## src/rtl/analog_stim_player_if.sv

```systemverilog
// Handshake and playback bus between a stimulus source and analog_stim_player.
// The master drives the samples and controls; the slave returns the stimulus outputs.
interface analog_stim_player_if #(
  parameter int WIDTH = 25,
  parameter int PER_W = 16
);
  logic [WIDTH-1:0] wr_data;
  logic             wr_valid;
  logic             wr_ready;
  logic             start;
  logic             stop;
  logic             loop;
  logic [PER_W-1:0] period;
  logic [WIDTH-1:0] v_out;
  logic             v_out_stb;
  logic             busy;
  logic             done;

  modport master (
    output wr_data, wr_valid, start, stop, loop, period,
    input  wr_ready, v_out, v_out_stb, busy, done
  );

  modport slave (
    input  wr_data, wr_valid, start, stop, loop, period,
    output wr_ready, v_out, v_out_stb, busy, done
  );
endinterface

```

## src/rtl/analog_stim_player.sv

```systemverilog
// Buffered sample player: plays loaded samples into an analog model at a programmable rate.
// Define STIM_LOOP_EN to compile in looped (indefinite replay) playback.
module analog_stim_player #(
  parameter int WIDTH = 25,
  parameter int DEPTH = 16,
  parameter int PER_W = 16
) (
  input  logic                 emu_clk,
  input  logic                 emu_rst_n,
  analog_stim_player_if.slave  bus
);
  localparam int          AW   = (DEPTH > 1) ? $clog2(DEPTH) : 1;
  localparam logic [AW:0] FULL = (AW+1)'(DEPTH);
  localparam logic [AW:0] ONE  = (AW+1)'(1);

  typedef enum logic {IDLE, RUN} state_t;
  state_t r_state, w_next;

  logic [WIDTH-1:0] r_mem [DEPTH];
  logic [AW-1:0]    r_wr_ptr, r_rd_ptr, r_first_ptr;
  logic [AW:0]      r_count, r_len_q, r_pop_cnt;
  logic [PER_W-1:0] r_tick, r_per_q;
  logic [WIDTH-1:0] r_v_out;
  logic             r_stb, r_done, r_loop_q;
  logic             w_start, w_pop, w_wr, w_loop_start, w_wrap, w_drain;

`ifdef STIM_LOOP_EN
  assign w_loop_start = bus.loop;
`else
  assign w_loop_start = 1'b0;
`endif

  assign bus.wr_ready  = (r_count < FULL) && !((r_state == RUN) && r_loop_q);
  assign bus.v_out     = r_v_out;
  assign bus.v_out_stb = r_stb;
  assign bus.busy      = (r_state == RUN);
  assign bus.done      = r_done;

  assign w_wr    = bus.wr_valid && bus.wr_ready;
  assign w_start = (r_state == IDLE) && bus.start && (r_count != '0);
  assign w_pop   = (r_state == RUN) && (r_tick == '0) && !bus.stop;
  assign w_drain = w_pop && !r_loop_q;
  assign w_wrap  = r_loop_q && (r_pop_cnt == (r_len_q - ONE));

  always_ff @(posedge emu_clk or negedge emu_rst_n) begin
    if (!emu_rst_n) r_state <= IDLE;
    else            r_state <= w_next;
  end

  // A draining pop only ends playback when no write refills the last slot on the same edge.
  always_comb begin
    w_next = r_state;
    case (r_state)
      IDLE: if (w_start) w_next = RUN;
      RUN: begin
        if (bus.stop)                                   w_next = IDLE;
        else if (w_drain && (r_count == ONE) && !w_wr)  w_next = IDLE;
      end
      default: w_next = IDLE;
    endcase
  end

  always_ff @(posedge emu_clk) begin
    if (w_wr) r_mem[r_wr_ptr] <= bus.wr_data;
  end

  always_ff @(posedge emu_clk or negedge emu_rst_n) begin
    if (!emu_rst_n) begin
      r_wr_ptr    <= '0;
      r_rd_ptr    <= '0;
      r_first_ptr <= '0;
      r_count     <= '0;
      r_len_q     <= '0;
      r_pop_cnt   <= '0;
      r_tick      <= '0;
      r_per_q     <= '0;
      r_v_out     <= '0;
      r_stb       <= 1'b0;
      r_done      <= 1'b0;
      r_loop_q    <= 1'b0;
    end else begin
      r_stb  <= w_pop;
      r_done <= (r_state == RUN) && (w_next == IDLE);
      if (w_wr) r_wr_ptr <= r_wr_ptr + 1'b1;
      if (w_start) begin
        r_tick      <= '0;
        r_per_q     <= bus.period;
        r_len_q     <= r_count;
        r_first_ptr <= r_rd_ptr;
        r_pop_cnt   <= '0;
        r_loop_q    <= w_loop_start;
      end else if (w_pop) begin
        r_v_out <= r_mem[r_rd_ptr];
        r_tick  <= r_per_q;
        if (w_wrap) begin
          r_rd_ptr  <= r_first_ptr;
          r_pop_cnt <= '0;
        end else begin
          r_rd_ptr  <= r_rd_ptr + 1'b1;
          r_pop_cnt <= r_pop_cnt + ONE;
        end
      end else if ((r_state == RUN) && !bus.stop) begin
        r_tick <= r_tick - 1'b1;
      end
      if (w_wr && !w_drain)      r_count <= r_count + ONE;
      else if (!w_wr && w_drain) r_count <= r_count - ONE;
    end
  end
endmodule

```

## src/flat_wrapper.sv

```systemverilog
// flat-port wrapper written by rule: the top's interface ports become plain ports
module analog_stim_player_flat 
#(
  parameter int WIDTH = 25,
  parameter int DEPTH = 16,
  parameter int PER_W = 16
)
  (emu_clk, emu_rst_n, bus_wr_data, bus_wr_valid, bus_start, bus_stop, bus_loop, bus_period, bus_wr_ready, bus_v_out, bus_v_out_stb, bus_busy, bus_done);
  analog_stim_player_if #(.WIDTH(WIDTH), .PER_W(PER_W)) bus_i ();
  input  logic emu_clk;
  input  logic emu_rst_n;
  input wire logic [$bits(bus_i.wr_data)-1:0] bus_wr_data;
  input wire logic [$bits(bus_i.wr_valid)-1:0] bus_wr_valid;
  input wire logic [$bits(bus_i.start)-1:0] bus_start;
  input wire logic [$bits(bus_i.stop)-1:0] bus_stop;
  input wire logic [$bits(bus_i.loop)-1:0] bus_loop;
  input wire logic [$bits(bus_i.period)-1:0] bus_period;
  output wire logic [$bits(bus_i.wr_ready)-1:0] bus_wr_ready;
  output wire logic [$bits(bus_i.v_out)-1:0] bus_v_out;
  output wire logic [$bits(bus_i.v_out_stb)-1:0] bus_v_out_stb;
  output wire logic [$bits(bus_i.busy)-1:0] bus_busy;
  output wire logic [$bits(bus_i.done)-1:0] bus_done;
  assign bus_i.wr_data = bus_wr_data;
  assign bus_i.wr_valid = bus_wr_valid;
  assign bus_i.start = bus_start;
  assign bus_i.stop = bus_stop;
  assign bus_i.loop = bus_loop;
  assign bus_i.period = bus_period;
  assign bus_wr_ready = bus_i.wr_ready;
  assign bus_v_out = bus_i.v_out;
  assign bus_v_out_stb = bus_i.v_out_stb;
  assign bus_busy = bus_i.busy;
  assign bus_done = bus_i.done;
  analog_stim_player #(.WIDTH(WIDTH), .DEPTH(DEPTH), .PER_W(PER_W)) u_core (.emu_clk(emu_clk), .emu_rst_n(emu_rst_n), .bus(bus_i));
endmodule
```

## config.mk

```make
export PLATFORM = sky130hd
export DESIGN_NAME = analog_stim_player_flat
export DESIGN_NICKNAME = d
export VERILOG_FILES = /design/src/rtl/analog_stim_player_if.sv /design/src/rtl/analog_stim_player.sv /design/src/flat_wrapper.sv
export SDC_FILE = /design/constraint.sdc
export NUM_CORES = 1
export LEC_CHECK = 0
export BUFFER_PORTS_ARGS = -buffer_cell sky130_fd_sc_hd__buf_2
export CAP_MARGIN = 20
export CORE_MARGIN = 2
export CORE_UTILIZATION = 30
export DETAILED_ROUTE_END_ITERATION = 8
export MAX_ROUTING_LAYER = met4
export PLACE_DENSITY = 0.44
export SETUP_SLACK_MARGIN = 0.3
export SLEW_MARGIN = 20
export SYNTH_ARGS = -nofsm -noshare
export SYNTH_HDL_FRONTEND = slang
export SYNTH_SLANG_ARGS = --single-unit
```

## constraint.sdc

```tcl
create_clock -name emu_clk -period 4.7 [get_ports emu_clk]
set_input_delay 0.94 -clock emu_clk [delete_from_list [all_inputs] [get_ports emu_clk]]
set_output_delay 0.94 -clock emu_clk [all_outputs]
set_load 0.05 [all_outputs]
```

# Word-level counts from Yosys, hierarchy flattened
# Memories as Yosys holds them, arrays and structs flattened. A register that Yosys moved wholly into a read port is not among the register bits.
# Cells that the tools add are included.
# totals
reg_bits,48
ram_bits,400
in_bits,47
out_inout_bits,29
elab_cells,50
n_memories,1
# mem_list
name,words,word_bits,read_ports,rd_ports_with_merged_regs,wr,line,source
u_core.r_mem,16,25,1,1,1,analog_stim_player.sv:19,logic [WIDTH-1:0] r_mem [DEPTH];
# classes
n_addsub,5
order_cmp,1
n_eq_ne,1
muxes,11
n_bitwise,3
n_reduce_logical,20
# ops
op,n
two-way mux 16 bit,3
zero test 16 bit,1
subtractor 16 x 1 -> 16 bit (second input constant),1
logical AND 1 bit,11
two-way mux 5 bit,2
adder 4 x 1 -> 4 bit (second input constant),2
adder 5 x 1 -> 5 bit (second input constant),1
== test 5 x 1 -> 1 bit (second input constant),1
< comparator 5 bit (second input constant),1
two-way mux 1 bit,5
nonzero test 5 bit,1
subtractor 5 x 1 -> 5 bit (second input constant),1
zero test 1 bit,4
inverter 1 bit,3
nonzero test 3 bit,1
case mux 1 bit (2 select lines),1
AND reduction 2 bit,1
nonzero test 2 bit,1

# Longest topological paths before layout
# Gate-level depths: netlist of the first run.
# logic_depth
word_depth,10
ltp_mapped,8
depth_no_buf,8

# Least setup slack after synthesis of the first run
# Ideal clock, no wire load.
# synth_timing
kind,input to register
from,input bus_stop
to,register u_core.r_count[4]
setup_ps,139
t_arrival_ps,2887
required_time_ps,4561
path_slack_ps,1674
stages,8
path_buffers,1
path_cell_list,nor2b_1 > clkbuf_1 > and2_1 > nand4_2 > ha_1 > or4b_2 > a21oi_1 > xnor2_1
# synth_between
elab_chain_len,5
elab_cells_between_ends,7
classes_between,mux (1); reduce/logical (6)
# synth_lines
element,line,source
"start, declared",flat_wrapper.sv:15,input wire logic [$bits(bus_i.stop)-1:0] bus_stop;
zero test 1 bit *,analog_stim_player.sv:41,assign w_pop = (r_state == RUN) && (r_tick == '0) && !bus.stop;
logical AND 1 bit *,analog_stim_player.sv:41,
zero test 1 bit,analog_stim_player.sv:105,if (w_wr && !w_drain) r_count <= r_count + ONE;
logical AND 1 bit,analog_stim_player.sv:105,
two-way mux 5 bit or nonzero test 2 bit (tied branches),n/a,
"end signal, assigned",analog_stim_player.sv:105,
"end signal, assigned",analog_stim_player.sv:106,else if (!w_wr && w_drain) r_count <= r_count - ONE;
"end, declared",analog_stim_player.sv:21,"logic [AW:0] r_count, r_len_q, r_pop_cnt;"
# Every way passes the cells marked *; elsewhere a longest branch is shown, timed or not.
# A chain may end at the register's enable or synchronous reset.

# Worst setup path after layout of the first run
# layout_timing
from,register u_core.r_tick[6]
to,register u_core.r_count[4]
# layout_between
elab_chain_len,6
elab_cells_between_ends,8
classes_between,mux (1); reduce/logical (7)
# layout_lines
element,line,source
"start, declared",analog_stim_player.sv:22,"logic [PER_W-1:0] r_tick, r_per_q;"
"start signal, assigned",analog_stim_player.sv:94,r_tick <= r_per_q;
"start signal, assigned",analog_stim_player.sv:103,r_tick <= r_tick - 1'b1;
zero test 16 bit *,analog_stim_player.sv:41,
logical AND 1 bit * (2 in series),analog_stim_player.sv:41,
zero test 1 bit,analog_stim_player.sv:105,
logical AND 1 bit,analog_stim_player.sv:105,
two-way mux 5 bit or nonzero test 2 bit (tied branches),n/a,
# Marks and branches as above.

==> results of run 1 <==
-- power by group --
group	leakage (nW)	switching (mW)	internal (mW)	total (mW)
clock network	0.812	1.69	2.27	3.96
logic	1.86	1.29	1.04	2.32
registers	4.52	0.439	4.94	5.38
-- path summary, 6_finish.rpt --
kind                                        end  slack [ps]
max in group asynchronous  u_core.bus.v_out[10]        3390
hold / removal                 u_core.r_tick[5]         460
setup / recovery              u_core.r_count[4]        1670
setup reg to reg              u_core.r_count[4]        1670
hold reg to reg                u_core.r_tick[8]         510
min in group emu_clk           u_core.r_tick[8]         510
-- cells in the final DEF (no fill, tap or decap), types with 8 or more instances in the layout --
cell	n
edfxtp_1	400
mux4_2	100
buf_2	73
dfrtp_1	70
clkbuf_16	53
mux2_2	39
nor2_1	38
mux2i_1	32
a221o_1	27
nand2_1	23
buf_4	22
clkbuf_1	20
and2_2	16
o21ai_0	16
ha_1	12
inv_1	11
xnor2_1	9
nand3_1	8
-- metrics by stage --
step / std cells / setup WS, ps
CTS: 1913 / 1650
floorplan: 922 / 1670
global route: 1914 / 1490
finish: 1915 / 1670
detailed placement: 1813 / 1280
global placement: 1813 / 1250
-- final cells by class --
type,instances,area share (%)
inverter,12,0.207
clock inverter,20,0.810
sequential,473,63.6
tap,837,4.81
multi-input combinational,394,21.0
antenna,2,0.0230
timing repair buffer,97,2.62
clock buffer,80,6.88
-- state kept, by name, indices dropped and copies added (netlist names) --
signal and count:
u_core.r_mem 400, u_core.r_tick 16, u_core.r_rd_ptr 4, u_core.r_count 5, u_core.r_wr_ptr 4, u_core.bus.v_out_stb 1
u_core.r_per_q 16, u_core.bus.done 1, u_core.bus.v_out 25, u_core.bus.busy 1
-- routing by layer --
layer	up-vias	track usage [%]
met5	-	-
met1	4737	20.5
li1	3993	-
met2	175	21.4
met4	0	4.11
met3	72	2.34
-- logic make-up after synthesis --
kind of cell	Yosys count
compound gates	67
xor+xnor	13
fa+ha+maj	12
buf+inv	55
flops	473
mux	171
simple gates	131
==> out/qor.csv, run 1 <==
stage;metric;value;unit
logic_synthesis;Simple-Gate Fraction of Synth Area;4.00;%
logic_synthesis;mux contribution to synthesized area;16.2;%
critical_path;stages on the worst setup path;7;
routing;top sig layer;met4;
cells_and_area;Area Overhead vs Synth;16.8;%
routing;via count;8977;
timing;Final Cycle Share;64.5;%
clock_tree;worst-skew pair later-pin latency;610;ps
cells_and_area;area of the multi-input gates;4580;um^2
pwr;Cell Pwr Density;536;nW/um^2
floorplanning;Core ar.;61600;um^2
clock_tree;Root Buffer;clkbuf_16;
clock_tree;CTS max path bufs;3;
floorplanning;Starting Density;30.2;%
logic_synthesis;synthesized area;18600;um^2
logic_synthesis;post-synth cell types;62;
clock_tree;Post-CTS Setup Inserts;0;
logic_synthesis;Synth area leader;edfxtp_1;
clock_tree;# resized after CTS;0;
timing;final hold viol count;0;
floorplanning;height of the die;253;um
logic_synthesis;Mapped Cells;922;
critical_path;family with the most delay on the worst path;simple AND/OR/NAND/NOR gates;
critical_path;Critical Path Source Type;register;
worst_hold_path;Hold/Removal Path Class;in2async;
timing;Fin Clk Skew;19.5;ps
cells_and_area;fin area;21800;um^2
timing;setup violators final;0;
run_status;status;completed;
logic_synthesis;Synth Warn #;0;
cells_and_area;Filler Cells Inserted;5748;
routing;routed wl met3;1760;um
logic_synthesis;Synth Register Bits;473;
clock_tree;CTS buffer count;53;
global_routing;GR Overflow Total;0;
floorplanning;row count;91;
timing;minimum clock period after layout;3030;ps
critical_path;worst r2r src;u_core.r_tick[6];
timing;max frequency;0.330;GHz
logic_synthesis;top area cells in the synthesized netlist;edfxtp_1, mux4_2, dfrtp_1;
floorplanning;IO Pins;76;
logic_synthesis;area share of the leading cell type in the synthesized netlist;64.5;%
placement;GP Congestion;0.741;
logic_synthesis;largest family of logic cells by synthesized area;multiplexers;
clock_tree;H-tree depth;2;
routing;WL met1;21300;um
logic_synthesis;commonest cells in the netlist;edfxtp_1, mux4_2, dfrtp_1;
logic_synthesis;post-synthesis compound-gate area fraction;2.89;%
clock_tree;CTS sink cnt;473;
routing;drt first pass iters;4;
routing;DRT antenna net count;0;
flow_run;max cap viols;0;
timing;Final Slew Violations;0;
logic_synthesis;syn nets;981;
global_routing;largest net degree at the start of global routing;60;
critical_path;Max Fanout on Critical Path;7;
logic_synthesis;adder-cell share of the synthesized area;0.806;%
routing;drt wl/cell;22.9;um
placement;detailed placer's ending HPWL;23800;um
placement;number of I/O port buffers;74;
cells_and_area;Final #Nets;1090;
global_routing;first-pass GRT wire length;65200;um
routing;drt via density;4.69;
global_routing;vias in the first global route;9470;
floorplanning;Die Width;253;um
routing;Total Wirelength;43800;um
logic_synthesis;Syn Area/Cell;20.2;um^2
clock_tree;hold bufs inserted after CTS;0;
critical_path;worst path bufs/invs;0;
global_routing;antenna violations before repair;1;
routing;drt drc;0;
critical_path;Worst Setup End Kind;register;
floorplanning;die area;64100;um^2
critical_path;required time of the critical path;5220;ps
logic_synthesis;EDFF count, synth;400;
logic_synthesis;sequential area share after synthesis;74.3;%
timing;Hold Slack;464;ps
critical_path;worst r2r path cells;7;
cells_and_area;final core occ;35.3;%
critical_path;crit path from;u_core.r_tick[6];
routing;metal2 WL;19800;um
critical_path;crit path kind;reg2reg;
timing;RSZ-0062 raised after global routing;no;
critical_path;Worst path max stage delay;620;ps
placement;dpl cell area;20100;um^2
critical_path;crit-path cells;nor4_2 > and2_1 > nand4_2 > ha_1 > or4b_2 > a21oi_1 > xnor2_1;
pwr;Leakage;7.19;nW
global_routing;GRT Resource Usage Total;14.4;%
logic_synthesis;most numerous cell in the Yosys netlist;edfxtp_1;
timing;Worst slew margin;26.4;%
cells_and_area;fraction of layout cells with a size suffix above 1;32.1;%
pwr;Final Power;11.7;mW
critical_path;slowest stage cell, crit path;or4b_2;
pwr;worst vdd ir;0.317;mV
timing;Least-Margin Pin Slew;1100;ps
clock_tree;CTS tree;built;
routing;DRT iter0 DRCs;580;
logic_synthesis;Post-synth top flop;edfxtp_1;
critical_path;Crit path arrival time;3550;ps
timing;Setup TNS Final;0;ps
logic_synthesis;post-synthesis xor/xnor area fraction;0.611;%
cells_and_area;FF/Latch Area;13800;um^2
clock_tree;clock transition at the registers of the reported paths;60;ps
logic_synthesis;Post-synth ARST share;15.4;%
Note: power is estimated with default switching activity, not from simulation.
==> run 2: changes to the inputs <==
--- a/config.mk
+++ b/config.mk
@@ -5,6 +5,7 @@
 export SDC_FILE = /design/constraint.sdc
 export NUM_CORES = 1
 export LEC_CHECK = 0
+export ABC_AREA = 1
 export BUFFER_PORTS_ARGS = -buffer_cell sky130_fd_sc_hd__buf_2
 export CAP_MARGIN = 20
 export CORE_MARGIN = 2
==> constraint.sdc (replaced) <==
create_clock -name emu_clk -period 3.12 [get_ports emu_clk]
set_input_delay 0.624 -clock emu_clk [delete_from_list [all_inputs] [get_ports emu_clk]]
set_output_delay 0.624 -clock emu_clk [all_outputs]
set_load 0.05 [all_outputs]
==> run 2 against run 1 <==
- clock skew grew 4.1 ps
- die area is 4.9% higher
- hold slack got worse by 330 ps
- highest routed layer unchanged
- global-route usage is 1.6 points higher
- critical endpoint unchanged
- synthesized cell count grew 84%
==> out/qor.csv, run 2 <==
stage;metric;value;unit;change
routing;drt via density;4.63;;was 4.69
routing;drt first pass iters;5;;was 4
pwr;Sw Pwr;7.92;mW;was 3.42 mW
placement;detailed placer's ending HPWL;29600;um;was 23800 um
placement;GP Congestion;0.807;;was 0.741
logic_synthesis;most numerous cell in the Yosys netlist;nand2_1;;was edfxtp_1
cells_and_area;fin area;22800;um^2;was 21800 um^2
routing;DRT antenna net count;0;;unchanged
cells_and_area;Area Overhead vs Synth;16.8;%;about the same
cells_and_area;commonest non-fill, non-tap cells in the layout;nand2_1, edfxtp_1, nand3_1;;was edfxtp_1, mux4_2, buf_2
timing;Fin Clk Skew;23.6;ps;was 19.5 ps
cells_and_area;largest reg by FF count;u_core.r_mem;;unchanged
logic_synthesis;Post-synth top flop;edfxtp_1;;unchanged
pwr;internal power;13.1;mW;was 8.24 mW
cells_and_area;fraction of layout cells with a size suffix above 1;14.1;%;was 32.1%
floorplanning;height of the die;259;um;was 253 um
critical_path;Worst Setup End Kind;register;;unchanged
clock_tree;worst-skew pair later-pin latency;600;ps;was 610 ps
cells_and_area;final core occ;35.4;%;was 35.3%
cells_and_area;commonest non-fill, non-tap cell in the layout;nand2_1;;was edfxtp_1
floorplanning;IO Pins;76;;unchanged
logic_synthesis;Synth Warn #;0;;unchanged
timing;Final Slew Violations;0;;unchanged
clock_tree;CTS max path bufs;3;;unchanged
critical_path;Crit path arrival time;2700;ps;was 3550 ps
logic_synthesis;sequential area share after synthesis;70.7;%;was 74.3%
clock_tree;hold bufs inserted after CTS;0;;unchanged
critical_path;Critical Path Source Type;register;;unchanged
critical_path;slowest stage cell, crit path;ha_1;;was or4b_2
clock_tree;# resized after CTS;0;;unchanged
critical_path;required time of the critical path;3590;ps;was 5220 ps
routing;drt wl/cell;19.3;um;was 22.9 um
clock_tree;CTS tree;built;;unchanged
critical_path;worst r2r src;u_core.r_tick[0];;was u_core.r_tick[6]
routing;via count;12500;;was 8977
timing;Worst slew margin;43.2;%;was 26.4%
logic_synthesis;Synth area leader;edfxtp_1;;unchanged
timing;Setup TNS Final;0;ps;unchanged
flow_run;max cap viols;0;;unchanged
pwr;Cell Pwr Density;920;nW/um^2;was 536 nW/um^2
timing;minimum clock period after layout;2220;ps;was 3030 ps
logic_synthesis;syn nets;1757;;was 981
placement;pre-CTS setup slack;492;ps;was 1280 ps
critical_path;crit path from;u_core.r_tick[0];;was u_core.r_tick[6]
critical_path;crit-path cells;inv_1 > ha_1 > nand3_1 > nor2_2 > nand3_2 > ha_1 > nor2_1 > o211ai_1 > xor2_1 > inv_1;;was nor4_2 > and2_1 > nand4_2 > ha_1 > or4b_2 > a21oi_1 > xnor2_1
critical_path;Worst path max stage delay;410;ps;was 620 ps
timing;Least-Margin Pin Slew;851;ps;was 1100 ps
logic_synthesis;Synth Register Bits;473;;unchanged
logic_synthesis;Mapped Cells;1698;;was 922
floorplanning;Starting Density;30.4;%;was 30.2%
pwr;Net Sw Frac;37.7;%;was 29.3%
clock_tree;Root Buffer;clkbuf_16;;unchanged
cells_and_area;Non-Filler Instances;2691;;was 1915
routing;Total Wirelength;52100;um;was 43800 um
pwr;Gate power share;32.6;%;was 19.9%
cells_and_area;Final #Nets;1849;;was 1090
global_routing;first-pass GRT wire length;78800;um;was 65200 um
global_routing;GR Overflow Total;0;;unchanged
pwr;clock network fraction of total power;28.5;%;was 33.9%
global_routing;GRT Resource Usage Total;16.0;%;was 14.4%
floorplanning;die area;67300;um^2;was 64100 um^2
timing;max frequency;0.449;GHz;was 0.330 GHz
pwr;worst vdd ir;0.468;mV;was 0.317 mV
routing;drt drc;0;;unchanged
routing;DRT iter0 DRCs;905;;was 580
logic_synthesis;Post-synth ARST share;15.4;%;unchanged
timing;final hold viol count;0;;unchanged
timing;Final Cycle Share;71.3;%;was 64.5%
clock_tree;clock transition at the registers of the reported paths;60;ps;about the same
logic_synthesis;synthesized area;19600;um^2;was 18600 um^2
global_routing;largest net degree at the start of global routing;97;;was 60
clock_tree;H-tree depth;2;;unchanged
timing;RSZ-0062 raised after global routing;no;;unchanged
run_status;status;completed;;unchanged
placement;Placed Cells;2590;;was 1813
pwr;Sequential Power Share;38.9;%;was 46.1%
pwr;Final Power;21.0;mW;was 11.7 mW
global_routing;vias in the first global route;12300;;was 9470
pwr;Leakage;8.70;nW;was 7.19 nW
clock_tree;CTS buffer count;53;;unchanged
placement;number of I/O port buffers;74;;unchanged
timing;setup violators final;0;;unchanged
logic_synthesis;post-synth cell types;33;;was 62
logic_synthesis;area share of the leading cell type in the synthesized netlist;61.4;%;was 64.5%
logic_synthesis;EDFF count, synth;400;;unchanged
placement;dpl cell area;21200;um^2;was 20100 um^2
clock_tree;Post-CTS Setup Inserts;0;;unchanged
critical_path;Max Fanout on Critical Path;5;;was 7
cells_and_area;Largest register FFs;400;;unchanged
floorplanning;Die Width;259;um;was 253 um
timing;Hold Slack;130;ps;was 464 ps
worst_hold_path;Hold/Removal Path Class;in2async;;unchanged
logic_synthesis;Syn Area/Cell;11.5;um^2;was 20.2 um^2
floorplanning;row count;93;;was 91
critical_path;crit path kind;reg2reg;;unchanged
timing;final worst setup slack;895;ps;was 1670 ps
floorplanning;Core ar.;64500;um^2;was 61600 um^2
clock_tree;CTS sink cnt;473;;unchanged
cells_and_area;Filler Cells Inserted;6366;;was 5748
global_routing;antenna violations before repair;1;;unchanged
logic_synthesis;top area cells in the synthesized netlist;edfxtp_1, nand2_1, dfrtp_1;;was edfxtp_1, mux4_2, dfrtp_1
logic_synthesis;commonest cells in the netlist;nand2_1, edfxtp_1, nand3_1;;was edfxtp_1, mux4_2, dfrtp_1
-- run 2: logic make-up (layout without fill, tap and decap cells) --
| kind of cell | after synthesis | after routing | synth area share, % |
|---|---|---|---|
| xor gates and xnor gates | 14 | 14 | 0.627 |
| other | 0 | 1 | 0 |
| and+or+nand+nor | 932 | 932 | 20.9 |
| AOI/OAI and AO/OA | 123 | 123 | 3.16 |
| muxes | 10 | 10 | 0.576 |
| DFF | 473 | 473 | 70.7 |
| adders and majority gates | 12 | 12 | 0.767 |
| buffers and inverters | 134 | 271 | 3.21 |
-- run 2: path summary, 6_finish.rpt --
path,depth (start not counted),end,slack [ps]
min in group emu_clk,2,u_core.r_per_q[11],270
worst min register to register,2,u_core.bus.v_out[1],480
worst min-delay path,1,u_core.bus.v_out[4],130
max in group asynchronous,2,u_core.r_count[1],2210
worst max register to register,10,u_core.r_count[4],900
worst max-delay path,10,u_core.r_count[4],900
-- run 2: critical path, delay by kind of cell (launching register included) --
kind | cells | cell delay [ps]
buffers and inverters | 2 | 190
and+or+nand+nor | 4 | 670
AOI/OAI and AO/OA | 1 | 120
xor gates and xnor gates | 1 | 150
adders and majority gates | 2 | 600
DFF | 1 | 380
-- run 2: layout make-up --
type	instances	area [um^2]	share of cell area, %
tap	855	1070	4.68
multi-input combinational	1091	5230	22.9
inverter	47	184	0.805
clock buffer	79	1500	6.54
clock inverter	21	185	0.811
timing repair buffer	124	836	3.66
sequential	473	13800	60.6
antenna	1	2.50	0.0110
-- run 2: routing by layer --
metal | part of all wire, % | track usage (%) | vias up
li1 | - | - | 6065
met1 | 47 | 21.6 | 6103
met2 | 47 | 25.5 | 224
met3 | 4.1 | 2.28 | 65
met4 | 1.9 | 4.17 | 0
met5 | 0 | - | -
-- run 2: power by group through the flow --
stage | clock network (mW) | logic [mW] | registers (mW)
after floorplan | 0 | 4.21 | 8.74
after global placement | 0 | 6.94 | 8.30
after detailed placement | 0 | 6.96 | 8.30
after CTS | 6.20 | 6.98 | 8.19
after global routing | 6.40 | 7.62 | 8.27
final | 6.00 | 6.86 | 8.17
==> run 3: changes to the inputs <==
--- a/config.mk
+++ b/config.mk
@@ -12,7 +12,7 @@
 export CORE_UTILIZATION = 30
 export DETAILED_ROUTE_END_ITERATION = 8
 export MAX_ROUTING_LAYER = met4
-export PLACE_DENSITY = 0.44
+export PLACE_DENSITY = 0.45
 export SETUP_SLACK_MARGIN = 0.3
 export SLEW_MARGIN = 20
 export SYNTH_ARGS = -nofsm -noshare
==> constraint.sdc (replaced) <==
create_clock -name emu_clk -period 2 [get_ports emu_clk]
set_input_delay 0.4 -clock emu_clk [delete_from_list [all_inputs] [get_ports emu_clk]]
set_output_delay 0.4 -clock emu_clk [all_outputs]
set_load 0.05 [all_outputs]
==> run 3 against run 2 <==
- non-clock buffer count increased by 67
- routed wire length increased by 8.4%
- utilization increased by 2.2 points
- largest cell class unchanged
- hold slack got worse by 94 ps
- clock skew increased by 3.4 ps
- sequential share of layout area decreased by 3.5 points
- register-to-register slack got worse by 640 ps
- highest routed layer unchanged
==> out/qor.csv, run 3 (same netlist as run 2, synthesis figures left out) <==
stage;metric;value;unit;change
clock_tree;H-tree depth;2;;unchanged
global_routing;GR Overflow Total;0;;unchanged
global_routing;antenna violations before repair;1;;unchanged
floorplanning;Core ar.;64500;um^2;unchanged
timing;minimum clock period after layout;1740;ps;was 2220 ps
global_routing;vias in the first global route;12600;;was 12300
critical_path;worst r2r path cells;10;;unchanged
routing;via count;13000;;was 12500
cells_and_area;final core occ;37.6;%;was 35.4%
worst_hold_path;Hold Path Sink;u_core.r_per_q[1];;
timing;final worst setup slack;258;ps;was 895 ps
critical_path;RR Endpoint;u_core.r_count[4];;unchanged
critical_path;Worst path max stage delay;390;ps;was 410 ps
clock_tree;worst-skew pair later-pin latency;620;ps;was 600 ps
critical_path;Critical Path Source Type;register;;unchanged
routing;drt wl/cell;20.5;um;was 19.3 um
run_status;status;completed;;unchanged
clock_tree;clock transition at the registers of the reported paths;60;ps;about the same
clock_tree;CTS sink cnt;473;;unchanged
clock_tree;CTS buffer count;53;;unchanged
global_routing;largest net degree at the start of global routing;78;;was 97
timing;Least-Margin Pin Slew;846;ps;was 851 ps
cells_and_area;commonest non-fill, non-tap cells in the layout;nand2_1, edfxtp_1, nand3_1;;unchanged
timing;RSZ-0062 raised after global routing;yes;;was no
flow_run;max cap viols;0;;unchanged
critical_path;required time of the critical path;2490;ps;was 3590 ps
cells_and_area;commonest non-fill, non-tap cell in the layout;nand2_1;;unchanged
cells_and_area;area of the multi-input gates;5430;um^2;was 5230 um^2
cells_and_area;Final #Nets;1918;;was 1849
clock_tree;Root Buffer;clkbuf_16;;unchanged
clock_tree;CTS max path bufs;3;;unchanged
critical_path;crit-path cells;inv_2 > ha_4 > nand3_4 > nor2_4 > nand3_4 > ha_4 > nor2_4 > o211ai_1 > xor2_1 > inv_1;;was inv_1 > ha_1 > nand3_1 > nor2_2 > nand3_2 > ha_1 > nor2_1 > o211ai_1 > xor2_1 > inv_1
critical_path;Max Fanout on Critical Path;3;;was 5
critical_path;r2r setup slk;260;ps;was 900 ps
worst_hold_path;HP Start;bus_period[1];;
cells_and_area;fraction of layout cells with a size suffix above 1;18.8;%;was 14.1%
critical_path;worst path bufs/invs;2;;unchanged
placement;GP Congestion;0.781;;was 0.807
floorplanning;die area;67300;um^2;unchanged
critical_path;Worst Setup End Kind;register;;unchanged
cells_and_area;fin area;24300;um^2;was 22800 um^2
critical_path;slowest stage cell, crit path;dfrtp_1;;was ha_1
routing;Total Wirelength;56400;um;was 52100 um
floorplanning;Die Width;259;um;unchanged
timing;max frequency;0.574;GHz;was 0.449 GHz
worst_hold_path;Worst Hold Path Cells;2;;
global_routing;GRT Resource Usage Total;16.9;%;was 16.0%
timing;Hold Slack;35.4;ps;was 130 ps
timing;final hold viol count;0;;unchanged
floorplanning;row count;93;;unchanged
timing;Setup TNS Final;0;ps;unchanged
timing;setup violators final;0;;unchanged
global_routing;first-pass GRT wire length;82100;um;was 78800 um
floorplanning;Starting Density;30.4;%;unchanged
cells_and_area;largest reg by FF count;u_core.r_mem;;unchanged
clock_tree;CTS tree;built;;unchanged
placement;number of I/O port buffers;74;;unchanged
floorplanning;IO Pins;76;;unchanged
pwr;worst vdd ir;0.684;mV;was 0.468 mV
worst_hold_path;Hold/Removal Path Class;in2reg;;was in2async
placement;dpl cell area;21800;um^2;was 21200 um^2
critical_path;family with the most delay on the worst path;simple AND/OR/NAND/NOR gates;;unchanged
timing;Fin Clk Skew;27.0;ps;was 23.6 ps
floorplanning;height of the die;259;um;unchanged
timing;Worst slew margin;43.5;%;was 43.2%
placement;pre-CTS setup slack;87.4;ps;was 492 ps
routing;drt first pass iters;6;;was 5
critical_path;Crit path arrival time;2230;ps;was 2700 ps
placement;detailed placer's ending HPWL;31100;um;was 29600 um
critical_path;worst r2r src;u_core.r_tick[1];;was u_core.r_tick[0]
cells_and_area;Filler Cells Inserted;6276;;was 6366
routing;drt drc;0;;unchanged
cells_and_area;FF/Latch Area;13800;um^2;about the same
pwr;Leakage;9.25;nW;was 8.70 nW
cells_and_area;Area Overhead vs Synth;24.0;%;was 16.8%
pwr;Cell Pwr Density;1450;nW/um^2;was 920 nW/um^2
timing;Final Slew Violations;0;;unchanged
timing;Final Cycle Share;87.1;%;was 71.3%
routing;DRT antenna net count;0;;unchanged
routing;DRT iter0 DRCs;886;;was 905
critical_path;crit path kind;reg2reg;;unchanged
routing;drt via density;4.71;;was 4.63
cells_and_area;Largest register FFs;400;;unchanged
-- run 3: cell types whose count changed in the layout (fill, tap and decap cells not counted), moves of 6 or more --
cell,previous run,this run
clkbuf_1,20,13
buf_4,44,65
buf_16,0,7
nor2_1,37,31
buf_6,0,9
buf_12,7,34
clkbuf_16,54,60
nor2_4,21,29
buf_2,73,58
-- run 3: timing repair --
action | CTS | global route
cloned | 2 | 9
hold buffers | 3 | 0
gates resized for setup | 44 | 43
setup buffers | 13 | 14
pin swaps | 9 | 14
endpoints found under the setup margin | 54 | 67
hold endpoints to repair | 25 | 0
-- run 3: report_power, final --
| group | internal, mW | total, mW | leakage, nW | switching, mW |
|---|---|---|---|---|
| combinational | 4.54 | 13.1 | 3.93 | 8.53 |
| sequential | 12.0 | 12.7 | 4.51 | 0.782 |
| clock | 5.38 | 9.39 | 0.805 | 4.01 |
| total | 21.9 | 35.2 | 9.25 | 13.3 |
-- run 3: per-layer routing --
metal,track usage [%],share of wire (%),wire length [um]
met5,-,0,0
met4,4.44,1.7,976
met3,2.41,4.3,2450
met2,26.5,48,26800
met1,23.0,46,26200
-- run 3: layout make-up --
| class | instances | area share (%) |
|---|---|---|
| Antenna cell | 1 | 0.0103 |
| Clock buffer | 72 | 6.01 |
| Clock inverter | 25 | 0.876 |
| Inverter | 47 | 0.840 |
| Multi-Input combinational cell | 1093 | 22.4 |
| Sequential cell | 473 | 57.1 |
| Tap cell | 855 | 4.41 |
| Timing Repair Buffer | 191 | 8.44 |
-- run 3: worst max path at each step --
stage | start | end | depth (start not counted)
3_3_place_gp | bus_stop | u_core.r_count[4] | 12
6_report | u_core.r_tick[1] | u_core.r_count[4] | 10
5_1_grt | u_core.r_tick[1] | u_core.r_count[4] | 11
3_5_place_dp | u_core.r_tick[1] | u_core.r_count[4] | 10
2_1_floorplan | u_core.bus.busy | u_core.r_count[4] | 14
4_1_cts | u_core.r_tick[1] | u_core.r_count[3] | 10
-- run 3: metrics by stage --
step	power (mW)	instances
final	35.2	2757
after floorplan	20.4	1698
after CTS	34.6	2733
after global placement	24.4	2618
after detailed placement	24.4	2618
after global routing	37.3	2757
